$ cat src/rtl/regfile_port_arbiter_if.sv
// Request/response channel between the two bank clients and regfile_port_arbiter.
// Requester-indexed vectors; per-requester address/data buses are suffixed 0/1.
interface regfile_port_arbiter_if #(
    parameter int N = 32,
    parameter int W = 8
);
    localparam int A = $clog2(N);

    logic [1:0]   req_valid;
    logic [1:0]   req_ready;
    logic [1:0]   req_we;
    logic [A-1:0] req_addr_a0;
    logic [A-1:0] req_addr_a1;
    logic [A-1:0] req_addr_b0;
    logic [A-1:0] req_addr_b1;
    logic [W-1:0] req_wdata0;
    logic [W-1:0] req_wdata1;
    logic [1:0]   resp_valid;
    logic [1:0]   resp_ready;
    logic [W-1:0] resp_rs1;
    logic [W-1:0] resp_rs2;

    modport master (
        output req_valid, req_we, req_addr_a0, req_addr_a1, req_addr_b0, req_addr_b1,
               req_wdata0, req_wdata1, resp_ready,
        input  req_ready, resp_valid, resp_rs1, resp_rs2
    );

    modport slave (
        input  req_valid, req_we, req_addr_a0, req_addr_a1, req_addr_b0, req_addr_b1,
               req_wdata0, req_wdata1, resp_ready,
        output req_ready, resp_valid, resp_rs1, resp_rs2
    );
endinterface

$ cat src/rtl/regfile_port_arbiter.sv
// Serialises two requesters' read-pair/write transactions onto one register-bank port.
// Define ARB_FIXED_PRIO_EN for fixed priority (requester 0 wins); default is round-robin.
module regfile_port_arbiter #(
    parameter int N = 32,
    parameter int W = 8
) (
    input  logic                  clk,
    input  logic                  rst,
    regfile_port_arbiter_if.slave port,
    output logic [$clog2(N)-1:0]  rf_addr_rs1,
    output logic [$clog2(N)-1:0]  rf_addr_rs2,
    output logic [$clog2(N)-1:0]  rf_addr_rd,
    output logic                  rf_we,
    output logic [W-1:0]          rf_data_in,
    input  logic [W-1:0]          rf_rs1,
    input  logic [W-1:0]          rf_rs2
);
    localparam int A = $clog2(N);

    typedef enum logic [1:0] {
        ST_IDLE  = 2'd0,
        ST_ISSUE = 2'd1,
        ST_RESP  = 2'd2
    } state_t;

    state_t       state_r;
    state_t       state_s;
    logic         grant_s;
    logic         accept_s;
    logic         owner_r;
    logic         we_r;
    logic [A-1:0] addr_a_r;
    logic [A-1:0] addr_b_r;
    logic [W-1:0] wdata_r;
    logic [W-1:0] resp_rs1_r;
    logic [W-1:0] resp_rs2_r;

    assign accept_s      = (state_r == ST_IDLE) && (port.req_valid != 2'b00);
    assign port.resp_rs1 = resp_rs1_r;
    assign port.resp_rs2 = resp_rs2_r;

`ifdef ARB_FIXED_PRIO_EN
    // Winner select: requester 0 always takes precedence
    always_comb begin
        if (port.req_valid[0]) begin
            grant_s = 1'b0;
        end else begin
            grant_s = 1'b1;
        end
    end
`else
    logic ptr_r;

    // Winner select: tie goes to the pointer, a lone requester wins outright
    always_comb begin
        if (port.req_valid == 2'b11) begin
            grant_s = ptr_r;
        end else begin
            grant_s = port.req_valid[1];
        end
    end

    // Priority pointer moves to the other requester once a response is taken
    always_ff @(posedge clk) begin
        if (!rst) begin
            ptr_r <= 1'b0;
        end else if ((state_r == ST_RESP) && port.resp_ready[owner_r]) begin
            ptr_r <= ~owner_r;
        end
    end
`endif

    // State register
    always_ff @(posedge clk) begin
        if (!rst) begin
            state_r <= ST_IDLE;
        end else begin
            state_r <= state_s;
        end
    end

    // Next-state logic
    always_comb begin
        state_s = state_r;
        case (state_r)
            ST_IDLE: begin
                if (accept_s) begin
                    state_s = ST_ISSUE;
                end else begin
                    state_s = ST_IDLE;
                end
            end
            ST_ISSUE: state_s = ST_RESP;
            ST_RESP: begin
                if (port.resp_ready[owner_r]) begin
                    state_s = ST_IDLE;
                end else begin
                    state_s = ST_RESP;
                end
            end
            default: state_s = ST_IDLE;
        endcase
    end

    // Latched request and response data
    always_ff @(posedge clk) begin
        if (!rst) begin
            owner_r    <= 1'b0;
            we_r       <= 1'b0;
            addr_a_r   <= {A{1'b0}};
            addr_b_r   <= {A{1'b0}};
            wdata_r    <= {W{1'b0}};
            resp_rs1_r <= {W{1'b0}};
            resp_rs2_r <= {W{1'b0}};
        end else begin
            if (accept_s) begin
                owner_r  <= grant_s;
                we_r     <= port.req_we[grant_s];
                addr_a_r <= grant_s ? port.req_addr_a1 : port.req_addr_a0;
                addr_b_r <= grant_s ? port.req_addr_b1 : port.req_addr_b0;
                wdata_r  <= grant_s ? port.req_wdata1 : port.req_wdata0;
            end
            if (state_r == ST_ISSUE) begin
                resp_rs1_r <= we_r ? {W{1'b0}} : rf_rs1;
                resp_rs2_r <= we_r ? {W{1'b0}} : rf_rs2;
            end
        end
    end

    // Output decode; rst gates accept and write so a reset cycle has no side effects
    always_comb begin
        port.req_ready  = 2'b00;
        port.resp_valid = 2'b00;
        rf_addr_rs1     = {A{1'b0}};
        rf_addr_rs2     = {A{1'b0}};
        rf_addr_rd      = {A{1'b0}};
        rf_we           = 1'b0;
        rf_data_in      = {W{1'b0}};
        if (accept_s && rst) begin
            port.req_ready = grant_s ? 2'b10 : 2'b01;
        end else begin
            port.req_ready = 2'b00;
        end
        case (state_r)
            ST_ISSUE: begin
                rf_addr_rs1 = addr_a_r;
                rf_addr_rs2 = addr_b_r;
                if (we_r) begin
                    rf_addr_rd = addr_a_r;
                    rf_data_in = wdata_r;
                    rf_we      = rst && (addr_a_r != {A{1'b0}});
                end else begin
                    rf_addr_rd = {A{1'b0}};
                    rf_data_in = {W{1'b0}};
                    rf_we      = 1'b0;
                end
            end
            ST_RESP: port.resp_valid = owner_r ? 2'b10 : 2'b01;
            default: port.resp_valid = 2'b00;
        endcase
    end
endmodule

$ cat src/flat_wrapper.sv
// flat-port wrapper written by rule: the top's interface ports become plain ports
module regfile_port_arbiter_flat 
#(
    parameter int N = 32,
    parameter int W = 8
)
  (clk, rst, rf_addr_rs1, rf_addr_rs2, rf_addr_rd, rf_we, rf_data_in, rf_rs1, rf_rs2, port_req_valid, port_req_we, port_req_addr_a0, port_req_addr_a1, port_req_addr_b0, port_req_addr_b1, port_req_wdata0, port_req_wdata1, port_resp_ready, port_req_ready, port_resp_valid, port_resp_rs1, port_resp_rs2);
  regfile_port_arbiter_if #(.N(N), .W(W)) port_i ();
  input  logic clk;
  input  logic rst;
  output logic [$clog2(N)-1:0] rf_addr_rs1;
  output logic [$clog2(N)-1:0] rf_addr_rs2;
  output logic [$clog2(N)-1:0] rf_addr_rd;
  output logic rf_we;
  output logic [W-1:0] rf_data_in;
  input  logic [W-1:0] rf_rs1;
  input  logic [W-1:0] rf_rs2;
  input wire logic [$bits(port_i.req_valid)-1:0] port_req_valid;
  input wire logic [$bits(port_i.req_we)-1:0] port_req_we;
  input wire logic [$bits(port_i.req_addr_a0)-1:0] port_req_addr_a0;
  input wire logic [$bits(port_i.req_addr_a1)-1:0] port_req_addr_a1;
  input wire logic [$bits(port_i.req_addr_b0)-1:0] port_req_addr_b0;
  input wire logic [$bits(port_i.req_addr_b1)-1:0] port_req_addr_b1;
  input wire logic [$bits(port_i.req_wdata0)-1:0] port_req_wdata0;
  input wire logic [$bits(port_i.req_wdata1)-1:0] port_req_wdata1;
  input wire logic [$bits(port_i.resp_ready)-1:0] port_resp_ready;
  output wire logic [$bits(port_i.req_ready)-1:0] port_req_ready;
  output wire logic [$bits(port_i.resp_valid)-1:0] port_resp_valid;
  output wire logic [$bits(port_i.resp_rs1)-1:0] port_resp_rs1;
  output wire logic [$bits(port_i.resp_rs2)-1:0] port_resp_rs2;
  assign port_i.req_valid = port_req_valid;
  assign port_i.req_we = port_req_we;
  assign port_i.req_addr_a0 = port_req_addr_a0;
  assign port_i.req_addr_a1 = port_req_addr_a1;
  assign port_i.req_addr_b0 = port_req_addr_b0;
  assign port_i.req_addr_b1 = port_req_addr_b1;
  assign port_i.req_wdata0 = port_req_wdata0;
  assign port_i.req_wdata1 = port_req_wdata1;
  assign port_i.resp_ready = port_resp_ready;
  assign port_req_ready = port_i.req_ready;
  assign port_resp_valid = port_i.resp_valid;
  assign port_resp_rs1 = port_i.resp_rs1;
  assign port_resp_rs2 = port_i.resp_rs2;
  regfile_port_arbiter #(.N(N), .W(W)) u_core (.clk(clk), .rst(rst), .port(port_i), .rf_addr_rs1(rf_addr_rs1), .rf_addr_rs2(rf_addr_rs2), .rf_addr_rd(rf_addr_rd), .rf_we(rf_we), .rf_data_in(rf_data_in), .rf_rs1(rf_rs1), .rf_rs2(rf_rs2));
endmodule
$ cat config.mk
export PLATFORM = sky130hd
export DESIGN_NAME = regfile_port_arbiter_flat
export DESIGN_NICKNAME = d
export VERILOG_FILES = /design/src/rtl/regfile_port_arbiter_if.sv /design/src/rtl/regfile_port_arbiter.sv /design/src/flat_wrapper.sv
export SDC_FILE = /design/constraint.sdc
export NUM_CORES = 1
export LEC_CHECK = 0
export ABC_AREA = 1
export CAP_MARGIN = 20
export CORE_AREA = 3 3 73 75
export CTS_BUF_LIST = sky130_fd_sc_hd__clkbuf_16
export CTS_CLUSTER_SIZE = 20
export DETAILED_ROUTE_END_ITERATION = 8
export DIE_AREA = 0 0 76 78
export PLACE_DENSITY_LB_ADDON = 0.1
export SLEW_MARGIN = 20
export SYNTH_ARGS = -nofsm -noshare
export SYNTH_HDL_FRONTEND = slang
export SYNTH_SLANG_ARGS = --single-unit
$ cat constraint.sdc
create_clock -name clk -period 2.29 [get_ports clk]
set_input_delay 0.229 -clock clk [delete_from_list [all_inputs] [get_ports clk]]
set_output_delay 0.229 -clock clk [all_outputs]
set_load 0.05 [all_outputs]
After elaboration in Yosys (flattened, before gate mapping)
Cells that the tools add are included.
{"block": "totals", "regBits": 39, "input_bits": 60, "out_inout_bits": 44, "elab_cells": 47}
{"block": "op_classes", "n_eq_ne": 3, "n_lt_le_gt_ge": 2, "n_reduce_logical": 7, "muxes": 25, "bitwise_logic": 1}
{"cell": "$mux 8", "n": 5}
{"cell": "$mux 5", "n": 6}
{"cell": "$mux 2", "n": 5}
{"cell": "$mux 1", "n": 8}
{"cell": "$pmux 2 s3", "n": 1}
{"cell": "$reduce_bool 5->1", "n": 1}
{"cell": "$eq 2x2->1 const B", "n": 2}
{"cell": "$logic_and 1x1->1", "n": 4}
{"cell": "$lt 1x2->1 const B", "n": 2}
{"cell": "$eq 2x1->1 const B", "n": 1}
{"cell": "$logic_not 2->1", "n": 1}
{"cell": "$reduce_bool 2->1", "n": 1}
{"cell": "$not 1->1", "n": 1}

Logic depth before layout (Yosys ltp)
Gate-level depths: netlist of the first run.
{"block": "depth", "ltp_word": 4, "ltp_mapped": 7, "mapped_depth_nobuf": 6}

Worst setup path before layout of the first run
Ideal clock, no wire load.
{"block": "synth_path", "kind": "flip-flop to output port", "from": "register u_core.state_r[0]", "to": "output port rf_addr_rd[2]", "path_stages_with_launch": 4, "path_slack_ns": 0.342, "n_path_buf": 1, "arrival_time_ns": 1.719, "required_ns": 2.061, "path_cell_list": "dfxtp_1 > nand2_1 > clkbuf_1 > nor3_1"}
{"block": "synth_between", "elab_chain_cells": 2}
{"item": "start: declaration", "line_no": "regfile_port_arbiter.sv:26", "rtl": "state_t state_r;"}
{"item": "start signal: assignment", "line_no": "regfile_port_arbiter.sv:78", "rtl": "state_r <= state_s;"}
{"item": "$eq 2x1->1", "line_no": "regfile_port_arbiter.sv:144", "rtl": "case (state_r)"}
{"item": "$mux 5", "line_no": "regfile_port_arbiter.sv:144"}
{"item": "end: declaration", "line_no": "flat_wrapper.sv:13", "rtl": "output logic [$clog2(N)-1:0] rf_addr_rd;"}
No other way between the ends.

Worst setup path after layout of the first run
{"block": "layout_path", "from": "register u_core.state_r[1]", "to": "output port port_resp_valid[1]"}
{"block": "layout_between", "elab_chain_cells": 2}
{"item": "$eq 2x2->1", "line_no": "regfile_port_arbiter.sv:144"}
{"item": "$mux 2", "line_no": "regfile_port_arbiter.sv:144"}
{"item": "end: declaration", "line_no": "flat_wrapper.sv:28", "rtl": "output wire logic [$bits(port_i.resp_valid)-1:0] port_resp_valid;"}
No other way between the ends.

==> out/metrics.csv, run 1 <==
stage;metric;value;unit
status;outcome;finished clean;
sta;Final Hold Fails;0;
sta;Tcrit/Tclk final;92.2;%
sta;clk_skew;0.00135;ns
synthesis;sequential share of the synthesized area;38.8;%
critical_path;Worst Path Buf+Inv;3;
die;starting density of the core;42.6;%
synthesis;Synth top area share;38.8;%
flow_run;Max-Cap Viols;0;
clock_network;Clock transition at path regs;0.06;ns
cells_and_area;n_diodes;0;
place;dpl hpwl;4370;microns
detailed_routing;DR WL/cell;12.4;microns
detailed_routing;final wirelength;5830;microns
synthesis;Synth area leaders;dfxtp_1 (39%), nand2_1 (16%), nand3_1 (9.2%), inv_1 (8.4%), nand4_1 (5.6%);
die;die width;76;microns
critical_path;CP endpoint kind;output pin;
die;die area;0.00593;sq mm
synthesis;Synth Cell Area;0.00201;sq mm
detailed_routing;drc violations;0;
critical_path;arrival time at the worst endpoint;1.88;ns
critical_path;worst setup path startpoint;u_core.state_r[1]$_SDFF_PN0_;
synthesis;Post-Syn Nets;364;
global_route;first-pass GRT wire length;9490;microns
detailed_routing;Antenna Violating Nets Remaining;0;
global_route;vias in the first global route;2070;
place;PortBufs;103;
sta;Setup WS post-layout;0.178;ns
clock_network;H-tree depth;2;
synthesis;Yosys top cell by area;dfxtp_1;
sta;Slew Limit Fails;0;
sta;Final TNS setup;0;ns
sta;Tmin final;2.11;ns
critical_path;crit-path cells;inv_2, nor2_1, inv_1, nor2_1, clkdlybuf4s50_1;
cells_and_area;Layout Nets;463;
pwr;pwr/cell area;604;mW/mm^2
critical_path;Top Family by Delay on Critical Path;buffers and inverters;
critical_path;Required @ worst endpoint;2.06;ns
sta;maximum clock rate;473;MHz
synthesis;FF+latch count, synth;39;
critical_path;Max FO, Critical Path;4;
critical_path;Worst Setup Start Kind;flop;
critical_path;flop-to-flop setup slack;0.88;ns
synthesis;Cells after Synth;304;
detailed_routing;DRT Pass-1 Iters;4;
die;Core Region;0.00472;sq mm
critical_path;Critical R2R Launch;u_core.ptr_r$_SDFFE_PN0P_;
worst_hold_path;Hold Crit Class;flop to flop;
detailed_routing;Via Count;2235;
pwr;Leak;1.50;nW
die;Die Span Y;78;microns
worst_hold_path;Worst Hold Launch;u_core.addr_a_r[4]$_SDFFE_PN0P_;
sta;Max transition margin;58.6;%
clock_network;CTS tree;yes;
die;I/O pin total;104;
sta;Worst-Margin Slew;0.621;ns
synthesis;synth unique cells;22;
global_route;largest net degree at the start of global routing;23;
global_route;Global Route Usage Sum;19.6;%
clock_network;# resized after CTS;0;
detailed_routing;Vias/cell;4.75;
clock_network;CTS Sinks;39;
clock_network;TritonCTS buffer count;5;
global_route;initial antenna violation count;0;
die;Rows;25;
critical_path;Crit Path Class;flop to output pin;
synthesis;Synth Warn #;0;
clock_network;CTS Hold Buffers Added;0;
critical_path;CP peak stage delay;0.82;ns
critical_path;slowest CP cell;clkdlybuf4s50_1;
synthesis;Avg Inst Size Synth;6.63;sq um
place;pre-CTS WS;0.391;ns
clock_network;clk_lat worst skew;0.27;ns
clock_network;Post-CTS Setup Inserts;0;
cells_and_area;area grow syn2layout;73.4;%
detailed_routing;initial drt markers;86;
global_route;grt total ovfl;0;
clock_network;CTS max path bufs;2;
clock_network;clk root buf;clkbuf_16;
sta;RSZ-0062 raised after global routing;no;
cells_and_area;fraction of layout cells with a size suffix above 1;13.1;%
pwr;maximum VDD drop;0.000298;V
sta;final setup vio count;0;
place;GPL Wtd Cong;0.804;
critical_path;CP most frequent cell;nor2_1;
==> logic make-up (layout without fill, tap and decap cells) <==
family / count (synthesis) / in the layout / synth area share (%)
AO/OA/AOI/OAI: 22 / 22 / 5.71
buffers and inverters: 67 / 167 / 15.0
flip-flops: 39 / 39 / 38.8
AND/OR/NAND/NOR: 176 / 176 / 40.6
==> cells in the mapped netlist <==
library cell  number
nand2_1           85
inv_1             45
dfxtp_1           39
nand3_1           37
nor2_1            22
a21oi_1           20
nand4_1           18
buf_2              7
nor3_1             6
buf_6              4
clkbuf_1           4
buf_4              3
inv_2              3
nor2_4             3
a31oi_1            1
buf_1              1
nand2_2            1
nand2_4            1
nand3_2            1
nor2_8             1
o21ai_2            1
or2_2              1
==> cell type report <==
class                           count  area, sq um
Timing Repair Buffer              111         1350
Fill cell                         374         1230
Clock buffer                        5          125
Inverter                           48          180
Tap cell                           67         83.8
Multi-Input combinational cell    198          932
Clock inverter                      3         38.8
Sequential cell                    39          781
==> flip-flops by register name (all words and copies together), names as in the netlist <==
signal,count
u_core.we_r,1
u_core.ptr_r,1
u_core.wdata_r,8
u_core.addr_a_r,5
u_core.addr_b_r,5
u_core.port.resp_rs2,8
u_core.state_r,2
u_core.owner_r,1
u_core.port.resp_rs1,8
==> power breakdown <==
part / internal (mW) / total, mW / leakage, nW / switching (mW)
Sequential: 0.740 / 0.774 / 0.320 / 0.0335
Clock: 0.507 / 0.763 / 0.0812 / 0.255
Combinational: 0.245 / 0.573 / 1.10 / 0.327
Total: 1.49 / 2.11 / 1.50 / 0.616
==> stage by stage <==
stage	instances	total power, mW	util (%)	area, sq um	hold WS (ns)
3_3_place_gp	463	1.35	70.5	3330	0.439
4_1_cts	471	2.13	73.9	3490	0.452
3_5_place_dp	463	1.36	70.5	3330	0.440
2_1_floorplan	304	1.12	-	2010	0.342
5_1_grt	471	2.21	73.9	3490	0.465
6_report	471	2.11	73.9	3490	0.452
==> worst register-to-register path, cell delays in order (launching register included) <==
cell and delay [ns]:
dfxtp_1 0.33, inv_1 0.06, nand2_2 0.24, nand2_4 0.23, or2_2 0.33, nand2_1 0.07
nand2_1 0.04
==> layer usage <==
layer	global-route usage (%)	vias to the layer above	share of wire, %
li1	-	1151	-
met5	0	-	0
met2	33.8	84	50
met3	7.08	6	8.1
met1	23.2	994	41
met4	5.07	0	1.0
==> worst paths after layout <==
check | to | cells after the start
worst max-delay path | port_resp_valid[1] | 5
worst min-delay path | u_core.addr_a_r[4]$_SDFFE_PN0P_ | 2
worst max register to register | u_core.addr_a_r[0]$_SDFFE_PN0P_ | 6
worst min register to register | u_core.addr_a_r[4]$_SDFFE_PN0P_ | 2
==> cells in the final DEF, fill, tap and decap left out <==
master / instances
clkdlybuf4s50_1: 77
nand2_2: 1
a21oi_1: 20
dfxtp_1: 39
nand4_1: 18
buf_12: 26
nand3_2: 1
inv_2: 3
nand2_4: 1
clkbuf_16: 5
nor2_8: 1
clkinv_1: 1
or2_2: 1
bufinv_16: 1
o21ai_2: 1
clkinv_2: 1
nand3_1: 37
a31oi_1: 1
nor2_4: 3
nand2_1: 85
nor2_1: 22
inv_1: 45
buf_4: 8
nor3_1: 6
Power figures use the tool's default switching activity.
==> run 2, diff against run 1 <==
--- a/config.mk
+++ b/config.mk
@@ -9,7 +9,6 @@
 export CAP_MARGIN = 20
 export CORE_AREA = 3 3 73 75
 export CTS_BUF_LIST = sky130_fd_sc_hd__clkbuf_16
-export CTS_CLUSTER_SIZE = 20
 export DETAILED_ROUTE_END_ITERATION = 8
 export DIE_AREA = 0 0 76 78
 export PLACE_DENSITY_LB_ADDON = 0.1
==> results of run 2 <==
No change in the layout: final DEF, timing and power equal those of run 1.
==> run 3, diff against run 2 <==
--- a/config.mk
+++ b/config.mk
@@ -7,10 +7,12 @@
 export LEC_CHECK = 0
 export ABC_AREA = 1
 export CAP_MARGIN = 20
-export CORE_AREA = 3 3 73 75
+export CELL_PAD_IN_SITES_DETAIL_PLACEMENT = 0
+export CELL_PAD_IN_SITES_GLOBAL_PLACEMENT = 1
+export CORE_AREA = 3 3 89 91
 export CTS_BUF_LIST = sky130_fd_sc_hd__clkbuf_16
 export DETAILED_ROUTE_END_ITERATION = 8
-export DIE_AREA = 0 0 76 78
+export DIE_AREA = 0 0 92 94
 export PLACE_DENSITY_LB_ADDON = 0.1
 export SLEW_MARGIN = 20
 export SYNTH_ARGS = -nofsm -noshare
==> run 3 against run 2 <==
Compared with the run above:
- clock-buffer cell count did not move
- cell area rose by 0.50%
- sequential cell count did not move
- via count fell by 2.2%
- combinational power rose by 0.9%
- global-route usage fell by 4.8 points
- core utilization fell by 25 points
- sequential share of layout area fell by 0.11 points
- worst setup slack got worse by 0.0064 ns
- clock power fell by 16%
- wire length rose by 6.9%
- register-to-register slack got worse by 0.04 ns
- largest power group unchanged
- highest routed layer unchanged
==> out/metrics.csv, run 3 (synthesized netlist as in run 1, its figures left out) <==
stage;metric;value;unit
place;dpl hpwl;4720;microns
cells_and_area;final core occ;48.6;%
sta;Setup WS post-layout;0.171;ns
pwr;maximum VDD drop;0.000292;V
cells_and_area;most frequent cells in the layout;nand2_1 (85), clkdlybuf4s50_1 (77), inv_1 (45), dfxtp_1 (39), nand3_1 (37);
die;I/O pin total;104;
clock_network;clk root buf;clkbuf_16;
cells_and_area;fillcell total;754;
global_route;grt total ovfl;0;
critical_path;arrival time at the worst endpoint;1.89;ns
clock_network;Clock transition at path regs;0.06;ns
clock_network;TritonCTS buffer count;5;
clock_network;CTS tree;yes;
detailed_routing;Vias/cell;4.34;
pwr;pwr/cell area;569;mW/mm^2
sta;Slew Limit Fails;0;
critical_path;Crit Path Class;flop to output pin;
die;die area;0.00865;sq mm
cells_and_area;area grow syn2layout;74.2;%
sta;Worst-Margin Slew;0.646;ns
die;die width;92;microns
detailed_routing;Via Count;2185;
global_route;Global Route Usage Sum;14.9;%
die;Core Region;0.00721;sq mm
cells_and_area;commonest non-fill, non-tap cell in the layout;nand2_1;
clock_network;Post-CTS Setup Inserts;0;
global_route;largest net degree at the start of global routing;23;
global_route;initial antenna violation count;0;
clock_network;clk_lat worst skew;0.27;ns
detailed_routing;DRT Pass-1 Iters;4;
critical_path;CP endpoint kind;output pin;
sta;clk_skew;0.00179;ns
die;Rows;31;
cells_and_area;final instance area;0.00351;sq mm
detailed_routing;drc violations;0;
detailed_routing;initial drt markers;63;
cells_and_area;fraction of layout cells with a size suffix above 1;13.1;%
critical_path;Max FO, Critical Path;4;
place;DP Area;0.00338;sq mm
critical_path;Top Family by Delay on Critical Path;buffers and inverters;
clock_network;# resized after CTS;0;
sta;Max transition margin;56.9;%
global_route;vias in the first global route;2157;
sta;Final TNS setup;0;ns
die;starting density of the core;27.9;%
status;outcome;finished clean;
detailed_routing;final wirelength;6230;microns
worst_hold_path;Hold Crit Class;flop to flop;
detailed_routing;DR WL/cell;12.4;microns
critical_path;slowest CP cell;clkdlybuf4s50_1;
critical_path;CP most frequent cell;nor2_1;
sta;Tmin final;2.12;ns
place;pre-CTS WS;0.347;ns
detailed_routing;Antenna Violating Nets Remaining;0;
place;Cells after DPL;496;
critical_path;Required @ worst endpoint;2.06;ns
place;PortBufs;103;
sta;RSZ-0062 raised after global routing;no;
critical_path;Worst Path Buf+Inv;3;
sta;maximum clock rate;472;MHz
clock_network;CTS Sinks;39;
critical_path;CP peak stage delay;0.80;ns
global_route;first-pass GRT wire length;10300;microns
clock_network;H-tree depth;2;
critical_path;Worst Setup Start Kind;flop;
cells_and_area;Finished Layout Cells;503;
cells_and_area;n_diodes;0;
place;GPL Wtd Cong;0.799;
critical_path;crit-path cells;inv_2, nor2_1, inv_1, nor2_1, clkdlybuf4s50_1;
clock_network;CTS max path bufs;2;
clock_network;CTS Hold Buffers Added;0;
sta;Tcrit/Tclk final;92.5;%
cells_and_area;Layout Nets;464;
flow_run;Max-Cap Viols;0;
sta;final setup vio count;0;
sta;Final Hold Fails;0;
die;Die Span Y;94;microns
pwr;Leak;1.49;nW
run 3: cell types whose count changed in the layout (fill, tap and decap cells not counted):
cell       before  now
bufinv_16       1    0
buf_4           8    9
run 3: report_power, final:
part           internal (mW)  switching, mW  total (mW)
sequential             0.740         0.0328       0.773
clock                  0.391          0.253       0.644
combinational          0.247          0.331       0.578
run 3: through the flow:
| step | hold WS (ns) | total power, mW |
|---|---|---|
| final | 0.452 | 2.00 |
| after global routing | 0.477 | 2.12 |
| after CTS | 0.454 | 2.02 |
| after detailed placement | 0.440 | 1.37 |
| after global placement | 0.441 | 1.37 |
| after floorplan | 0.342 | 1.12 |
run 3: worst register-to-register path: cells and delay by family (launching register included):
| kind | cells | cell delay, ns |
|---|---|---|
| simple gates | 5 | 0.96 |
| flops | 1 | 0.33 |
| buf+inv | 1 | 0.06 |
run 3: metal layers:
metal	vias to the layer above	GRT usage [%]	wire length, microns
met5	-	0	0
met4	0	5.07	82
met3	8	5.29	499
met2	80	23.5	2780
met1	938	18.7	2860
li1	1159	-	-
run 3: path summary, 6_finish.rpt:
path                                                 startpoint                              end  slack, ns  depth (start not counted)
worst max register to register        u_core.ptr_r$_SDFFE_PN0P_  u_core.addr_a_r[0]$_SDFFE_PN0P_       0.84                          6
worst max-delay path               u_core.state_r[1]$_SDFF_PN0_               port_resp_valid[0]       0.17                          5
worst min register to register  u_core.addr_a_r[4]$_SDFFE_PN0P_  u_core.addr_a_r[4]$_SDFFE_PN0P_       0.45                          2
worst min-delay path            u_core.addr_a_r[4]$_SDFFE_PN0P_  u_core.addr_a_r[4]$_SDFFE_PN0P_       0.45                          2
run 3: final cells by class:
type                       instances  area [sq um]  share of cell area (%)
tap                               99           124                    3.53
clock buffer                       5           125                    3.57
inverter                          48           180                    5.13
timing repair buffer             112          1360                    38.7
multi-input combinational        198           932                    26.6
clock inverter                     2          8.76                   0.250
sequential                        39           781                    22.2
==> edit (config.mk and constraints of run 2) <==
Encoding of `state_t`: now one-hot (3 bits for 3 states).
--- a/src/rtl/regfile_port_arbiter.sv
+++ b/src/rtl/regfile_port_arbiter.sv
@@ -17,10 +17,10 @@
 );
     localparam int A = $clog2(N);
 
-    typedef enum logic [1:0] {
-        ST_IDLE  = 2'd0,
-        ST_ISSUE = 2'd1,
-        ST_RESP  = 2'd2
+    typedef enum logic [2:0] {
+        ST_IDLE  = 3'b001,
+        ST_ISSUE = 3'b010,
+        ST_RESP  = 3'b100
     } state_t;
 
     state_t       state_r;
Behaviour: same outputs for any inputs over 10 cycles, from zero or initial values and one cycle with rst low; not proved beyond that.
==> edit against run 2 <==
First-iteration DRC count shrank 40%. Count of clock-buffer cells in the layout is the same. Die area is the same. Critical path type unchanged. Sequential cell count grew 1. Global-route usage grew 0.76 points. Worst setup slack gained 0.020 ns. Area after synthesis grew 1.2%. Clock power grew 2.8%. Routed wire length grew 1.4%. Final area grew 1.3%. Worst hold slack gained 0.021 ns. Total power shrank 2.2%. Largest power group unchanged.
==> edit: results (changes against run 2) <==
metric	value	unit	change
drt-total-wl	5.90	mm	+1.4%
p_leak	1.60	nW	+6.9%
relSlewSlack	64.2	%	+5.6 points
grt.total_usage	20.4	%	+0.76 points
dp_hpwl	4.34	mm	-0.57%
p_clk_share	38.0	%	+1.8 points
cts_sinks	40		+2.6%
ys_types	15		-32%
synthTopCellsByArea	dfxtp_1, nand2_1, nand3_1, nor2_1, inv_1		
initialDrtViolationCount	52		-40%
synth_commonest_cells	nand2_1, nor2_1, nand3_1		
fin_skew	0.00329	ns	+0.00194 ns
layout.nets	499		+7.8%
synth_cells	343		+13%
cp_max_fo	5		+1
status	finished clean		
place.gp.congestion	0.772		-4.0%
met2_usage	38.6	%	+4.8 points
grt_pass1_wl	9.81	mm	+3.4%
yosysSeqAreaShare	39.3	%	+0.51 points
placed_cells	499		+7.8%
gr-usage-met1	20.0	%	-3.2 points
grt_max_degree	39		+70%
comb.multi_input.count	257		+30%
vias_per_cell	4.63		-2.5%
grt_pass1_vias	2254		+8.9%
place_ws	0.502	ns	+0.111 ns
seq_power_share	38.4	%	+1.7 points
inv_count	24		-50%
-- edit: metrics by stage --
stage | power, mW | instance area [um2] | util [%]
2_1_floorplan | 1.08 | 2040 | -
3_3_place_gp | 1.28 | 3370 | 71.3
3_5_place_dp | 1.30 | 3370 | 71.3
4_1_cts | 2.08 | 3540 | 74.9
5_1_grt | 2.17 | 3540 | 74.9
6_report | 2.06 | 3540 | 74.9
-- edit: final timing paths --
kind / start / endpoint / slack [ns] / cells past startpoint
setup reg to reg: u_core.state_r[0] / u_core.addr_b_r[3] / 1.02 / 7
hold / removal: u_core.ptr_r / u_core.ptr_r / 0.47 / 2
hold reg to reg: u_core.ptr_r / u_core.ptr_r / 0.47 / 2
setup / recovery: u_core.state_r[1] / port_resp_valid[0] / 0.20 / 4
-- edit: kinds of logic (layout without fill, tap and decap cells) --
family	Yosys count	in the layout	synth area share (%)
AND/OR/NAND/NOR	255	255	50.7
buffers and inverters	46	143	9.57
flip-flops	40	40	39.3
AO/OA/AOI/OAI	2	2	0.490
